### src/rtl/alu_exec_unit_pkg.sv
// Shared definitions for the ALU execution unit and the ALU control decoder.
package alu_exec_unit_pkg;

  localparam int unsigned DATA_W = 32;
  localparam int unsigned CNT_W  = 5;

  // Operation codes produced by the ALU control decoder
  typedef enum logic [2:0] {
    ALU_ADD  = 3'b000,
    ALU_COMP = 3'b001,
    ALU_AND  = 3'b010,
    ALU_XOR  = 3'b011,
    ALU_DIFF = 3'b100,
    ALU_SHL  = 3'b101,
    ALU_SHRL = 3'b110,
    ALU_SHRA = 3'b111
  } alu_ctrl_e;

  typedef enum logic [1:0] {
    ST_IDLE  = 2'b00,
    ST_SHIFT = 2'b01,
    ST_SCAN  = 2'b10,
    ST_DONE  = 2'b11
  } alu_state_e;

  // Behaviour of one iterative datapath step
  typedef enum logic [1:0] {
    IT_SHL  = 2'b00,
    IT_SHRL = 2'b01,
    IT_SHRA = 2'b10,
    IT_SCAN = 2'b11
  } iter_mode_e;

  function automatic iter_mode_e shift_mode(input alu_ctrl_e c);
    case (c)
      ALU_SHL:  return IT_SHL;
      ALU_SHRL: return IT_SHRL;
      default:  return IT_SHRA;
    endcase
  endfunction

endpackage

### src/rtl/alu_exec_unit_iter_step.sv
// One-bit-per-cycle shift/scan datapath: working register plus step counter.
// Shifts count down to the final step; scans count up as the bit index.
module alu_iter_step
  import alu_exec_unit_pkg::*;
(
  input  logic              clk,
  input  logic              rst,
  input  logic              load_i,
  input  logic              step_i,
  input  iter_mode_e        mode_i,
  input  logic [DATA_W-1:0] data_i,
  input  logic [CNT_W-1:0]  cnt_i,
  output logic [DATA_W-1:0] data_o,
  output logic [DATA_W-1:0] next_o,
  output logic [CNT_W-1:0]  cnt_o
);

  iter_mode_e        mode_q;
  logic [DATA_W-1:0] data_q;
  logic [CNT_W-1:0]  cnt_q;

  // One-bit step of the working register for the captured mode
  always_comb begin
    next_o = data_q;
    case (mode_q)
      IT_SHL:  next_o = {data_q[DATA_W-2:0], 1'b0};
      IT_SHRL: next_o = {1'b0, data_q[DATA_W-1:1]};
      IT_SHRA: next_o = {data_q[DATA_W-1], data_q[DATA_W-1:1]};
      default: next_o = {1'b0, data_q[DATA_W-1:1]};
    endcase
  end

  // Working register and counter: load on accept, advance on step
  always_ff @(posedge clk) begin
    if (rst) begin
      mode_q <= IT_SCAN;
      data_q <= '0;
      cnt_q  <= '0;
    end else if (load_i) begin
      mode_q <= mode_i;
      data_q <= data_i;
      cnt_q  <= cnt_i;
    end else if (step_i) begin
      data_q <= next_o;
      cnt_q  <= (mode_q == IT_SCAN) ? cnt_q + CNT_W'(1) : cnt_q - CNT_W'(1);
    end
  end

  assign data_o = data_q;
  assign cnt_o  = cnt_q;

endmodule

### src/rtl/alu_exec_unit.sv
// ALU execution unit: single-cycle ops, iterative shifts and lowest-difference
// scan, with registered result and flags and a one-cycle out_valid strobe.
module alu_exec_unit
  import alu_exec_unit_pkg::*;
(
  input  logic              clk,
  input  logic              rst,
  input  logic              in_valid,
  output logic              in_ready,
  input  logic [2:0]        control,
  input  logic              select,
  input  logic [DATA_W-1:0] a,
  input  logic [DATA_W-1:0] b,
  input  logic [4:0]        shamt,
  output logic              out_valid,
  output logic [DATA_W-1:0] result,
  output logic              carry,
  output logic              zero,
  output logic              sign
);

  alu_state_e        state_q, state_d;
  logic [DATA_W-1:0] result_q, result_d;
  logic              carry_q, carry_d;
  logic              zero_q, sign_q;
  logic              upd;

  logic              it_load, it_step;
  iter_mode_e        it_mode;
  logic [DATA_W-1:0] it_ld_data, it_data, it_next;
  logic [CNT_W-1:0]  it_ld_cnt, it_cnt;

  alu_ctrl_e         ctrl;
  logic [4:0]        amt;
  logic [DATA_W:0]   sum;

  assign ctrl = alu_ctrl_e'(control);
  assign amt  = select ? shamt : b[4:0];
  assign sum  = {1'b0, a} + {1'b0, b};

  alu_iter_step u_iter (
    .clk    (clk),
    .rst    (rst),
    .load_i (it_load),
    .step_i (it_step),
    .mode_i (it_mode),
    .data_i (it_ld_data),
    .cnt_i  (it_ld_cnt),
    .data_o (it_data),
    .next_o (it_next),
    .cnt_o  (it_cnt)
  );

  // Next state, datapath control and the value latched on entry to DONE
  always_comb begin
    state_d    = state_q;
    result_d   = result_q;
    carry_d    = carry_q;
    upd        = 1'b0;
    it_load    = 1'b0;
    it_step    = 1'b0;
    it_mode    = IT_SCAN;
    it_ld_data = a ^ b;
    it_ld_cnt  = '0;
    case (state_q)
      ST_IDLE: begin
        if (in_valid) begin
          case (ctrl)
            ALU_ADD: begin
              result_d = sum[DATA_W-1:0];
              carry_d  = sum[DATA_W];
              upd      = 1'b1;
              state_d  = ST_DONE;
            end
            ALU_COMP: begin
              result_d = ~b + DATA_W'(1);
              carry_d  = (b == '0);
              upd      = 1'b1;
              state_d  = ST_DONE;
            end
            ALU_AND: begin
              result_d = a & b;
              carry_d  = 1'b0;
              upd      = 1'b1;
              state_d  = ST_DONE;
            end
            ALU_XOR: begin
              result_d = a ^ b;
              carry_d  = 1'b0;
              upd      = 1'b1;
              state_d  = ST_DONE;
            end
            ALU_DIFF: begin
              it_load = 1'b1;
              state_d = ST_SCAN;
            end
            default: begin
              if (amt == '0) begin
                result_d = a;
                carry_d  = 1'b0;
                upd      = 1'b1;
                state_d  = ST_DONE;
              end else begin
                it_load    = 1'b1;
                it_mode    = shift_mode(ctrl);
                it_ld_data = a;
                it_ld_cnt  = amt;
                state_d    = ST_SHIFT;
              end
            end
          endcase
        end
      end
      ST_SHIFT: begin
        it_step = 1'b1;
        // Final step: capture the shifted value directly rather than waiting a cycle
        if (it_cnt == CNT_W'(1)) begin
          result_d = it_next;
          carry_d  = 1'b0;
          upd      = 1'b1;
          state_d  = ST_DONE;
        end
      end
      ST_SCAN: begin
        if (it_data[0]) begin
          result_d = DATA_W'(it_cnt);
          carry_d  = 1'b0;
          upd      = 1'b1;
          state_d  = ST_DONE;
        end else if (it_cnt == CNT_W'(DATA_W - 1)) begin
          result_d = DATA_W'(DATA_W);
          carry_d  = 1'b0;
          upd      = 1'b1;
          state_d  = ST_DONE;
        end else begin
          it_step = 1'b1;
        end
      end
      ST_DONE: state_d = ST_IDLE;
      default: state_d = ST_IDLE;
    endcase
  end

  // State, result and flag registers; reset overrides any in-flight operation
  always_ff @(posedge clk) begin
    if (rst) begin
      state_q  <= ST_IDLE;
      result_q <= '0;
      carry_q  <= 1'b0;
      zero_q   <= 1'b0;
      sign_q   <= 1'b0;
    end else begin
      state_q <= state_d;
      if (upd) begin
        result_q <= result_d;
        carry_q  <= carry_d;
        zero_q   <= (result_d == '0);
        sign_q   <= result_d[DATA_W-1];
      end
    end
  end

  assign in_ready  = (state_q == ST_IDLE) && !rst;
  assign out_valid = (state_q == ST_DONE);
  assign result    = result_q;
  assign carry     = carry_q;
  assign zero      = zero_q;
  assign sign      = sign_q;

endmodule

### config.mk
export PLATFORM = sky130hd
export DESIGN_NAME = alu_exec_unit
export DESIGN_NICKNAME = d
export VERILOG_FILES = /design/src/rtl/alu_exec_unit_pkg.sv /design/src/rtl/alu_exec_unit_iter_step.sv /design/src/rtl/alu_exec_unit.sv
export SDC_FILE = /design/constraint.sdc
export NUM_CORES = 1
export LEC_CHECK = 0
export CAP_MARGIN = 20
export CELL_PAD_IN_SITES_DETAIL_PLACEMENT = 0
export CELL_PAD_IN_SITES_GLOBAL_PLACEMENT = 1
export CORE_MARGIN = 4
export CORE_UTILIZATION = 38
export DETAILED_ROUTE_END_ITERATION = 10
export GPL_TIMING_DRIVEN = 0
export PLACE_DENSITY_LB_ADDON = 0.1
export SLEW_MARGIN = 20
export SYNTH_ARGS = -nofsm -noshare
export SYNTH_HDL_FRONTEND = slang
export SYNTH_SLANG_ARGS = --single-unit
### constraint.sdc
create_clock -name clk -period 3 [get_ports clk]
set_input_delay 0.3 -clock clk [delete_from_list [all_inputs] [get_ports clk]]
set_output_delay 0.3 -clock clk [all_outputs]
set_load 0.01 [all_outputs]
==> results of run 1 <==
area by class of cell:
| type | count | share of cell area |
|---|---|---|
| buffer | 91 | 0.0398 |
| clock buffer | 11 | 0.0196 |
| clock inverter | 5 | 0.00495 |
| inverter | 22 | 0.00687 |
| multi-input combinational | 1052 | 0.655 |
| sequential | 75 | 0.122 |
| tap | 319 | 0.0322 |
| timing repair buffer | 172 | 0.120 |
routing by layer:
layer,up-vias,share of wire
met5,-,0
met4,0,0.028
met3,100,0.12
met2,797,0.42
met1,5552,0.43
li1,5148,-
cells in the final DEF, fill, tap and decap left out, types with 13 or more instances in the layout:
cell                              count
sky130_fd_sc_hd__ha_1                16
sky130_fd_sc_hd__nand3_1             22
sky130_fd_sc_hd__nor2_1             129
sky130_fd_sc_hd__clkbuf_1            37
sky130_fd_sc_hd__buf_4               68
sky130_fd_sc_hd__xor2_1              18
sky130_fd_sc_hd__o21ai_0             85
sky130_fd_sc_hd__and3_1              14
sky130_fd_sc_hd__a31oi_1             18
sky130_fd_sc_hd__inv_1               17
sky130_fd_sc_hd__a22oi_1             15
sky130_fd_sc_hd__clkbuf_2            30
sky130_fd_sc_hd__mux2i_1             88
sky130_fd_sc_hd__nor3_1              23
sky130_fd_sc_hd__ha_4                22
sky130_fd_sc_hd__dfxtp_1             70
sky130_fd_sc_hd__a22o_1              22
sky130_fd_sc_hd__clkdlybuf4s50_1     65
sky130_fd_sc_hd__xnor2_1             25
sky130_fd_sc_hd__nand2_1             91
sky130_fd_sc_hd__nand4_1             13
sky130_fd_sc_hd__a21oi_1             77
sky130_fd_sc_hd__a211oi_1            81
metrics by stage:
step                setup TNS (ns)  std cells   util  setup slack, ns
floorplan                        0       1261      -           0.0408
global placement            -88.46       1687  0.451            -1.69
detailed placement          -86.92       1687  0.452            -1.67
CTS                        -0.0584       1733  0.509          -0.0584
global route                -0.347       1747  0.524           -0.173
finish                      -0.174       1747  0.524          -0.0935
power by group:
group / internal, mW / total [mW] / switching (mW) / leakage, nW
registers: 1.22 / 1.53 / 0.314 / 0.616
logic: 1.84 / 4.49 / 2.65 / 3.65
clock network: 0.672 / 1.16 / 0.484 / 0.138
repair_timing:
action	4_1_cts	5_1_grt
resized for setup	240	140
setup endpoints to repair	73	55
endpoints found under the hold margin	0	0
hold buffers	0	0
pin swaps	47	48
cloned	0	0
buffers inserted	48	18
critical path: stages:
cell	delay [ns]
sky130_fd_sc_hd__buf_2	0.23
sky130_fd_sc_hd__buf_1	0.49
sky130_fd_sc_hd__clkbuf_1	0.67
sky130_fd_sc_hd__o21ai_0	0.40
sky130_fd_sc_hd__a22o_1	0.27
sky130_fd_sc_hd__o21ai_0	0.08
sky130_fd_sc_hd__inv_1	0.06
sky130_fd_sc_hd__o22ai_1	0.34
sky130_fd_sc_hd__a211oi_2	0.15
sky130_fd_sc_hd__o2111ai_2	0.11
sky130_fd_sc_hd__nor4_2	0.08
sky130_fd_sc_hd__nand4b_1	0.09
sky130_fd_sc_hd__nand2_1	0.05
logic make-up after synthesis:
logic type / Yosys count
adders and majority gates: 43
AOI/OAI and AO/OA: 477
buffers and inverters: 134
DFF: 75
and+or+nand+nor: 384
xor gates and xnor gates: 43
muxes: 105
worst paths after layout:
kind / to / start / slack (ns) / cells after the start
max: zero / control[0] / -0.09 / 13
min: u_iter.data_o[1] / a[1] / 0.43 / 3
max reg2reg: result[9] / state_q[1] / -0.08 / 15
min reg2reg: carry / carry / 0.46 / 2
registers in the layout (all words and copies together) (netlist names):
name,cells
state_q,2
zero,1
u_iter.cnt_o,5
u_iter.data_o,32
result,32
carry,1
u_iter.mode_q,2
==> metrics, run 1 <==
outcome=finished with violations; violated checks=setup timing; arrival time worst endpoint=3.34 ns; GPL Wtd Cong=0.982; Post-Synth Simple-Gate Area=0.208; height of the die=163 um; global routing's busiest layer=met2; ys async rst share=0; Critical Path Fanout Max=10; final max-slew violation count=0; TritonCTS clock tree=built; total congestion overflow after global routing=0; clock-pin slew reported for the worst setup and hold paths after clock tree synthesis=0.07 ns; number of sinks on the clock net=75; fraction of layout instances using a drive strength above 1=0.222; minimum clock period after layout=3.09 ns; Core Box Area=0.0236 mm^2; multiplexer share of the synthesized area=0.117; global routing usage on met1=0.487; die footprint=0.0267 mm^2; clock insertion delay at the later pin of the skew report=0.35 ns; Layout Cell Area excl Fill=0.0124 mm^2; deepest level of the CTS H-tree=3; number of buffers inserted by port buffering=107; number of enable-type register cells in the synthesized netlist=0; post-detailed-route DRC marker count=0; pwr/cell area=580 mW/mm^2; final wirelength=46.8 mm; FMAX=0.323 GHz; Max-Cap Viols=0; global-route wire length before repair=69.2 mm; CTS buffer count=9; multi-input logic area=0.00811 mm^2; nets in the synthesized netlist=1380; slew at the pin closest to its max-slew limit=0.953 ns; parity-gate share of the synthesized area counting xor and xnor cells=0.0410; total design power=7.18 mW; Netlist cell types=81; most common cell in the netlist=sky130_fd_sc_hd__nor2_1; leading area contributor after synthesis=sky130_fd_sc_hd__dfxtp_1; post-synthesis compound-gate area fraction=0.352; area taken by flip-flops and latches=0.00151 mm^2; dominant combinational cell family by area after synthesis=compound AO/OA/AOI/OAI gates; number of standard cells after synthesis=1261; worst-case clock skew=0.00683 ns; Req. time, crit path=3.24 ns; Final Hold Violating Endpoints=0; crit path launch type=input pin; Filler Cells Inserted=2361; Starting Density=0.389; clock root buffer master=sky130_fd_sc_hd__clkbuf_16; DRT Pass-1 Iters=6; Final Cycle Share=1.03; Critical Path Sink Type=flop; max_slew headroom=0.364; flip-flop and latch count after synthesis=75; class of the worst hold path=in2reg; met2 track demand over resource in global routing=0.501; nets@finish=1542; area overhead of the layout relative to synthesis=34.9%; main area contributors after synthesis=sky130_fd_sc_hd__dfxtp_1 16%, sky130_fd_sc_hd__mux2i_1 10%, sky130_fd_sc_hd__a211oi_1 7.4%; minimum setup slack in the final design=-0.0935 ns; I/O pin total=113; maximum number of pins on one net before global-route repair=14; count of final setup violators=2; met3 Usage GRT=0.0934; Setup Crit Path Kind=in2reg; Peak supply drop=0.343 mV; buffers from clock root to sink, at most=2; via/cell ratio=6.64; Mapped Area=0.00918 mm^2; Placed Instance Area=0.0107 mm^2; gr usage total=0.340; Yosys Warn Count=0; ANT nets after route=0; number of standard-cell rows in the floorplan=56; portion of synthesized cell area occupied by the leading cell type=0.164; top cells by count, synth=134 x sky130_fd_sc_hd__nor2_1, 98 x sky130_fd_sc_hd__nand2_1, 98 x sky130_fd_sc_hd__o21ai_0; routed wire length per instance=26.8 um; worst slack on hold paths=0.430 ns; initial drt markers=1548; leading register cell type out of synthesis=sky130_fd_sc_hd__dfxtp_1; leakage power total=4.40 nW; number of antenna violations at the first check in global routing=0; Post-Synthesis Mean Instance Area=7.28 um^2; vias in the first global route=10800; Vias=11600; fraction of the mapped netlist area in adder cells=0.0586; Inserted Diodes=0; chip width=163 um; sequential fraction of the synthesis area=0.164; HPWL after detailed placement=35.9 mm; RSZ-0062 raised after global routing=true
No activity file was read; power rests on OpenSTA's default activity.
==> inputs of run 2 (changes only) <==
--- a/config.mk
+++ b/config.mk
@@ -13,6 +13,7 @@
 export DETAILED_ROUTE_END_ITERATION = 10
 export GPL_TIMING_DRIVEN = 0
 export PLACE_DENSITY_LB_ADDON = 0.1
+export REMOVE_ABC_BUFFERS = 1
 export SLEW_MARGIN = 20
 export SYNTH_ARGS = -nofsm -noshare
 export SYNTH_HDL_FRONTEND = slang
==> run 2 against run 1 <==
Effect of this change: the flow still finishes with violations (setup timing); die area unchanged; largest power group unchanged; total power fell by 2.5%; core utilization shrank 0.75 points; routed wire length down 8.7%; maximum frequency down 1.6%; final cell count is 4.3% lower; critical path depth decreased by 1; count of clock-buffer cells in the layout is 2 higher; combinational power shrank 4.9%; clock power grew 3%; setup slack got worse by 0.049 ns.
==> metrics, run 2 (same netlist as run 1, synthesis figures left out) <==
leakage power total=4.34 nW (-1.3%); Req. time, crit path=3.30 ns (+0.06 ns); Final Hold Violating Endpoints=0 (unchanged); slew at the pin closest to its max-slew limit=1.08 ns (+0.131 ns); gr usage total=0.311 (-0.0293); beginning of the worst hold path=rst; Inserted Diodes=0 (unchanged); ANT nets after route=0 (unchanged); RR Startpoint=u_iter.cnt_o[3]; final wirelength=42.7 mm (-8.7%); Final Cycle Share=1.05 (+0.0163); max_slew headroom=0.274 (-0.0902); Max-Cap Viols=0 (unchanged); area taken by flip-flops and latches=0.00151 mm^2 (about the same); minimum clock period after layout=3.14 ns (+0.0488 ns); clock insertion delay at the later pin of the skew report=0.36 ns (about the same); vias in the first global route=10400 (-3.7%); final max-slew violation count=0 (unchanged); Filler Cells Inserted=2360 (-0.042%); pwr/cell area=573 mW/mm^2 (-1.1%); total congestion overflow after global routing=0 (unchanged); class of the worst hold path=in2reg; count of final setup violators=2 (unchanged); Core Box Area=0.0236 mm^2 (unchanged); most common library cell in the layout ignoring fill and taps=sky130_fd_sc_hd__nor2_1; minimum setup slack in the final design=-0.142 ns (-0.0488 ns); Vias=10900 (-6.1%); number of sinks on the clock net=75 (unchanged); commonest non-fill, non-tap cells in the layout=128 x sky130_fd_sc_hd__nor2_1, 95 x sky130_fd_sc_hd__mux2i_1, 88 x sky130_fd_sc_hd__nand2_1; global-route wire length before repair=63.9 mm (-7.6%); DRT Pass-1 Iters=5 (-1); die footprint=0.0267 mm^2 (unchanged); I/O pin total=113 (unchanged); multi-input logic area=0.00802 mm^2 (-1.1%); via/cell ratio=6.51 (-1.9%); maximum number of pins on one net before global-route repair=70 (+56); arrival time worst endpoint=3.45 ns (+0.11 ns); buffers from clock root to sink, at most=2 (unchanged); Starting Density=0.389 (unchanged); FMAX=0.318 GHz (-1.6%); area overhead of the layout relative to synthesis=33.0%; HPWL after detailed placement=29.8 mm (-17%); Setup Crit Path Kind=in2reg; clock-pin slew reported for the worst setup and hold paths after clock tree synthesis=0.07 ns (about the same); number of standard-cell rows in the floorplan=56 (unchanged); height of the die=163 um (unchanged); Worst setup startpoint=b[21]; fraction of layout instances using a drive strength above 1=0.189 (-0.0328); Peak supply drop=0.308 mV (-10%); GPL Wtd Cong=0.934 (-4.9%); worst-case register-to-register setup slack=-0.14 ns (-0.06 ns); fraction of the core area covered by cells at the end of the flow=0.517 (-0.00747); clock root buffer master=sky130_fd_sc_hd__clkbuf_16; Critical Path Sink Type=flop; worst-case clock skew=0.00661 ns (-0.000222 ns); TritonCTS clock tree=built; RSZ-0062 raised after global routing=true; number of antenna violations at the first check in global routing=0 (unchanged); routed wire length per instance=25.6 um (-4.6%); chip width=163 um (unchanged); number of buffers inserted by port buffering=112 (+4.7%); CTS buffer count=9 (unchanged); outcome=finished with violations; violated checks=setup timing; initial drt markers=1115 (-28%); Critical Path Fanout Max=4 (-6); crit path launch type=input pin; nets@finish=1467 (-4.9%); post-detailed-route DRC marker count=0 (unchanged); total design power=7.00 mW (-2.5%); deepest level of the CTS H-tree=3 (unchanged)
-- run 2: final cells by class --
cell class                 instances  share of cell area
multi-input combinational       1053               0.657
inverter                          22             0.00820
tap                              319              0.0327
sequential                        75               0.124
timing repair buffer             187               0.153
clock buffer                      13              0.0213
clock inverter                     3             0.00379
-- run 2: what timing repair did --
action,in CTS,in global routing
setup buffers,46,10
hold buffers,0,0
gates cloned,0,1
gates resized for setup,176,53
hold endpoints to repair,0,0
setup endpoints to repair,69,30
pin swaps,37,15
-- run 2: critical path: stages --
cell and delay [ns]:
sky130_fd_sc_hd__clkdlybuf4s50_1 0.53, sky130_fd_sc_hd__or4_1 0.65, sky130_fd_sc_hd__nor4_4 0.26, sky130_fd_sc_hd__and4b_4 0.32, sky130_fd_sc_hd__nand2_2 0.06, sky130_fd_sc_hd__xor2_1 0.15
sky130_fd_sc_hd__a221o_1 0.36, sky130_fd_sc_hd__a211oi_2 0.27, sky130_fd_sc_hd__o21ai_1 0.10, sky130_fd_sc_hd__nor4_2 0.23, sky130_fd_sc_hd__nand4b_1 0.12, sky130_fd_sc_hd__nand2_1 0.08
-- run 2: power by group --
group	internal [mW]	leakage [nW]	switching, mW
clock network	0.694	0.146	0.509
logic	1.74	3.58	2.54
registers	1.22	0.615	0.305
total	3.65	4.34	3.35
-- run 2: stage by stage --
step           std cells  hold slack, ns  TNS (ns)  cell area (um^2)  setup slack [ns]
2_1_floorplan       1149           0.369   -101.16              8720             -2.32
3_3_place_gp        1580           0.443   -469.87             10200             -8.79
3_5_place_dp        1599           0.447    -56.11             10600             -1.95
4_1_cts             1661           0.326    -0.859             11900            -0.132
5_1_grt             1672           0.361    -0.544             12200            -0.285
6_report            1672           0.327    -0.151             12200            -0.142
-- run 2: per-layer routing --
layer  GRT usage  wire [um]  vias to the layer above
met4       0.119       1370                        0
met2       0.497      19500                      483
met1       0.426      19000                     5319
li1            -          -                     4997
met3      0.0394       2900                       86
met5           0          0                        -
-- run 2: worst paths after layout --
path	end	cells past startpoint
setup / recovery	zero	12
hold / removal	u_iter.cnt_o[4]	2
setup reg to reg	zero	12
hold reg to reg	carry	2
